--- config.mk ---
export PLATFORM = sky130hd
export DESIGN_NAME = mio_bus_arbiter
export DESIGN_NICKNAME = d
export VERILOG_FILES = /design/src/rtl/mio_bus_arbiter.sv
export SDC_FILE = /design/constraint.sdc
export NUM_CORES = 1
export LEC_CHECK = 0
export ABC_CLOCK_PERIOD_IN_PS = 2200
export CORE_MARGIN = 2
export CORE_UTILIZATION = 39
export CTS_CLUSTER_DIAMETER = 100
export DETAILED_ROUTE_END_ITERATION = 16
export PLACE_DENSITY = 0.8
export REMOVE_ABC_BUFFERS = 1
export SETUP_SLACK_MARGIN = 0.05
export SLEW_MARGIN = 30
export SYNTH_ARGS = -nofsm -noshare
export SYNTH_HDL_FRONTEND = slang
export SYNTH_SLANG_ARGS = --single-unit
--- constraint.sdc ---
create_clock -name clk -period 2.2 [get_ports clk]
set_input_delay 0.44 -clock clk [delete_from_list [all_inputs] [get_ports clk]]
set_output_delay 0.44 -clock clk [all_outputs]
set_load 0.01 [all_outputs]
--- src/rtl/mio_bus_arbiter.sv ---
// mio_bus_arbiter: round-robin sharing of the single MIO bus between two masters,
// with a fixed wait window per transaction and a one-cycle ack pulse.
module mio_bus_arbiter #(
    parameter int WAIT_CYCLES = 2,
    parameter int ADDR_W      = 32,
    parameter int DATA_W      = 32
) (
    input  logic              clk,
    input  logic              rst,
    input  logic              m0_req,
    input  logic              m0_we,
    input  logic [ADDR_W-1:0] m0_addr,
    input  logic [DATA_W-1:0] m0_wdata,
    output logic              m0_ack,
    output logic [DATA_W-1:0] m0_rdata,
    input  logic              m1_req,
    input  logic              m1_we,
    input  logic [ADDR_W-1:0] m1_addr,
    input  logic [DATA_W-1:0] m1_wdata,
    output logic              m1_ack,
    output logic [DATA_W-1:0] m1_rdata,
    output logic [ADDR_W-1:0] bus_addr,
    output logic              bus_mem_w,
    output logic [DATA_W-1:0] bus_wdata,
    input  logic [DATA_W-1:0] bus_rdata,
    output logic              busy,
    output logic              grant_id
);
    typedef enum logic [1:0] {IDLE, BUSY, RESP} state_t;
    state_t            state_q;
    logic [3:0]        cnt_q;
    logic              last_q, gid_q, we_q, m0_ack_q, m1_ack_q;
    logic [ADDR_W-1:0] addr_q;
    logic [DATA_W-1:0] wdata_q, m0_rdata_q, m1_rdata_q;
    logic              win_d;
    // A lone requester always wins; under contention the loser of the last grant wins.
    assign win_d = (m0_req && m1_req) ? ~last_q : m1_req;
    always_ff @(posedge clk) begin
        if (rst) begin
            state_q    <= IDLE;
            cnt_q      <= '0;
            last_q     <= 1'b1;
            gid_q      <= 1'b0;
            we_q       <= 1'b0;
            addr_q     <= '0;
            wdata_q    <= '0;
            m0_ack_q   <= 1'b0;
            m1_ack_q   <= 1'b0;
            m0_rdata_q <= '0;
            m1_rdata_q <= '0;
        end else begin
            case (state_q)
                IDLE: if (m0_req || m1_req) begin
                    state_q <= BUSY;
                    gid_q   <= win_d;
                    last_q  <= win_d;
                    cnt_q   <= 4'(WAIT_CYCLES);
                    we_q    <= win_d ? m1_we : m0_we;
                    addr_q  <= win_d ? m1_addr : m0_addr;
                    wdata_q <= win_d ? m1_wdata : m0_wdata;
                end
                BUSY: begin
                    cnt_q <= cnt_q - 4'd1;
                    if (cnt_q == 4'd1) begin
                        // Latched values double as bus drivers, so clearing them releases the bus.
                        state_q  <= RESP;
                        we_q     <= 1'b0;
                        addr_q   <= '0;
                        wdata_q  <= '0;
                        m0_ack_q <= ~gid_q;
                        m1_ack_q <= gid_q;
                        if (gid_q) m1_rdata_q <= bus_rdata;
                        else       m0_rdata_q <= bus_rdata;
                    end
                end
                RESP: begin
                    state_q  <= IDLE;
                    m0_ack_q <= 1'b0;
                    m1_ack_q <= 1'b0;
                end
                default: state_q <= IDLE;
            endcase
        end
    end
    assign bus_addr  = addr_q;
    assign bus_mem_w = we_q;
    assign bus_wdata = wdata_q;
    assign busy      = state_q != IDLE;
    assign grant_id  = gid_q;
    assign m0_ack    = m0_ack_q;
    assign m1_ack    = m1_ack_q;
    assign m0_rdata  = m0_rdata_q;
    assign m1_rdata  = m1_rdata_q;
endmodule

==> results.cfg <==
[floorplanning]
num_rows = 43
dieHeight_um = 124
dieWidth_um = 124
ios = 299
die-area_um2 = 15400
start_util_pct = 40.2
core_area_um2 = 14000

[synthesis]
syn_inst = 532
synth_edf_count = 0
synthDistinctLibCells = 34
yosysMostFrequentCell = dfxtp_1
seq_area_frac_synth_pct = 49.5
synth_warnings = 0
synth_area_leaders = dfxtp_1, a221o_1, mux2i_1
synth_area_um2 = 5620
yosys_most_used_dff = dfxtp_1
netlist_top_cells_count = dfxtp_1, nand2_1, a221o_1, and4_1, mux2i_1
synthArstFlopShare_pct = 0
yosysTopAreaCellShare_pct = 49.5
syn_area_per_cell_um2 = 10.6
yosysTopAreaCell = dfxtp_1
synth_seq_cells = 139

[clock_tree]
h-tree-depth = 4
clk_latency_ps = 420
cts_buffers = 17
post_cts_buffers = 0
path_clk_slew_ps = 60
cts_tree = built
cts_root_buffer = clkbuf_16
cts_buffer_depth = 2
clock_sinks = 139

[critical_path]
critPathMaxStageDelay_ps = 480
ff2ff_setup_slack_ps = 100
path_cells = ha_1, or3b_1, o221a_2, buf_12, a221o_1
r2r_start = cnt_q[0]$_SDFFE_PP0P_
cp_max_fo = 65
cp.arrival_ps = 2390
rr_worst_depth = 5
critPathCaptureType = register
path_buf_inv = 1
reg2reg_to = bus_wdata[8]$_SDFFE_PP0P_
worstPathRequired_ps = 2500
crit_family = compound AO/OA/AOI/OAI gates
slowest_stage = or3b_1
critPathLaunchType = register
worstSetupPathType = reg2reg

[power]
seq_power_share_pct = 41.6
internal-power_w = 0.00501
power_density_nw_per_um2 = 718
ir_drop_mv = 0.569
combinationalPowerShare_pct = 17.1
sw_frac_of_total_pct = 25.0
leakagePower_nw = 3.68
power_frac_clock_pct = 41.3
finalPower_w = 0.00668
power_switching_w = 0.00167

[timing]
setup_violations = 0
slew_headroom_pct = 73.7
whs_ps = 459
layout_min_cycle_time_ps = 2100
fmax_mhz = 477
final_hold_viol_count = 0
slew_violations = 0
rsz0062_at_grt = no
timing.final.crit_share_pct = 95.3
totalNegativeSetupSlack_ps = 0
fin_skew_ps = 10.3
timing.final.ws_setup_ps = 102
worst_pin_slew_ps = 395

[global_routing]
antenna_found_initial = 0
grt_pass1_vias = 5347
grt_usage_pct = 23.1
grt_pass1_wl_mm = 27.2
grt_max_degree = 100
grt_remaining_overflow = 0

[route]
vias_per_cell = 5.47
drc = 0
dr.pass1.iters = 5
wl_mm = 18.7
dr.first_iter.drc_count = 432
wl_per_cell_um = 18.8
ant_nets = 0
vias = 5452

[place]
io_buffers = 298
finalWeightedCongestion = 0.840
pre_cts_ws_ps = -79.4
place_hpwl_mm = 13.1

[hold_path]
hold-path-cell-count = 2
hold_path_class = reg2reg
holdPathEnd = m0_rdata[1]$_SDFFE_PP0P_
min_from = m0_rdata[1]$_SDFFE_PP0P_

[cells_and_area]
final_layout_size_suffix_gt1_share_pct = 6.74
nNetsFinal = 971
antenna_cells = 0
area.growth.synth_to_final_pct = 65.5

[outcome]
status = complete, no violations

[job]
drv_cap = 0
-- worst max path at each step --
stage / start / to / slack [ps] / cells after the start
floorplan: m0_req / bus_addr[0]$_SDFFE_PP0P_ / -2590 / 3
global placement: m0_req / bus_wdata[29]$_SDFFE_PP0P_ / -40 / 5
detailed placement: m0_req / bus_wdata[24]$_SDFFE_PP0P_ / -80 / 5
CTS: state_q[1]$_SDFFE_PP0P_ / busy / 90 / 2
global route: cnt_q[1]$_SDFFE_PP0P_ / bus_wdata[16]$_SDFFE_PP0P_ / 60 / 6
finish: cnt_q[0]$_SDFFE_PP0P_ / bus_wdata[8]$_SDFFE_PP0P_ / 100 / 5
-- cells in the final DEF, fill, tap and decap left out, drive strengths merged --
| cell type | netlist | layout |
|---|---|---|
| nor3 | 4 | 4 |
| or3b | 2 | 2 |
| nand2 | 100 | 100 |
| ha | 2 | 2 |
| clkinv | 0 | 4 |
| nand3b | 1 | 1 |
| or2 | 2 | 2 |
| dfxtp | 139 | 139 |
| o221a | 1 | 1 |
| or3 | 1 | 1 |
| a31o | 1 | 1 |
| clkdlybuf4s50 | 0 | 297 |
| nor4 | 1 | 1 |
| mux2 | 1 | 1 |
| and4 | 65 | 65 |
| nand2b | 2 | 2 |
| clkbuf | 37 | 20 |
| o22ai | 1 | 1 |
| o2bb2ai | 1 | 1 |
| o211ai | 1 | 1 |
| bufinv | 0 | 1 |
| a221oi | 1 | 1 |
| o211a | 1 | 1 |
| a22oi | 1 | 1 |
| mux2i | 65 | 65 |
| inv | 4 | 5 |
| dlymetal6s2s | 0 | 1 |
| buf | 20 | 11 |
| nor2b | 3 | 3 |
| nor2 | 5 | 5 |
| clkinvlp | 0 | 6 |
| a221o | 65 | 65 |
| nor3b | 1 | 1 |
| a21oi | 2 | 2 |
| nand3 | 2 | 2 |
-- flip-flops by register name, indices dropped and copies added, names as in the netlist --
| name | count |
|---|---|
| bus_wdata | 32 |
| last_q | 1 |
| cnt_q | 4 |
| m1_rdata | 32 |
| grant_id | 1 |
| state_q | 2 |
| m0_rdata | 32 |
| m1_ack | 1 |
| bus_mem_w | 1 |
| m0_ack | 1 |
| bus_addr | 32 |
-- worst register-to-register path, stage by stage, from the launching register on --
cell     delay [ps]
dfxtp_1         390
ha_1            160
or3b_1          480
o221a_2         350
buf_12          190
a221o_1         410
-- area by class of cell --
cell class                      count  area, um2
Clock buffer                       20        467
Clock inverter                     12        115
Fill cell                        1055       4690
Inverter                            4       17.5
Multi-Input combinational cell    332       2520
Sequential cell                   139       2780
Tap cell                          180        225
Timing Repair Buffer              309       3170
-- timing repair --
action / CTS / global route
hold buffers: 0 / 0
setup endpoints to repair: 0 / 1
resized for setup: 0 / 1
-- power by group through the flow --
stage | Clock (W) | Sequential (W) | Combinational [W]
after global placement | 0 | 0.00282 | 0.00111
after CTS | 0.00281 | 0.00277 | 0.00114
after floorplan | 0 | 0.00287 | 0.000339
after global routing | 0.00292 | 0.00279 | 0.00122
after detailed placement | 0 | 0.00282 | 0.00114
final | 0.00276 | 0.00277 | 0.00114
-- layer usage --
metal	vias to the layer above	global-route usage [%]	part of all wire [%]
met4	0	11.2	3.3
met1	2575	25.7	37
met5	-	0	0
met2	293	37.4	47
li1	2547	-	-
met3	37	10.8	12
-- cell families (layout without fill, tap and decap cells) --
group           Yosys count  in the layout  synth area share (%)
mux                      66             66                  11.8
simple gates            189            189                  19.5
buf+inv                  61            345                  5.79
fa+ha+maj                 2              2                 0.445
flops                   139            139                  49.5
compound gates           75             75                  13.0
-- metrics by stage --
stage / std cells / cell area, um2 / util [%]
finish: 996 / 9300 / 66.5
global route: 996 / 9300 / 66.5
CTS: 996 / 9300 / 66.5
detailed placement: 964 / 8710 / 62.3
global placement: 964 / 8710 / 62.3
floorplan: 475 / 5310 / -
Note: power is estimated with default switching activity, not from simulation.
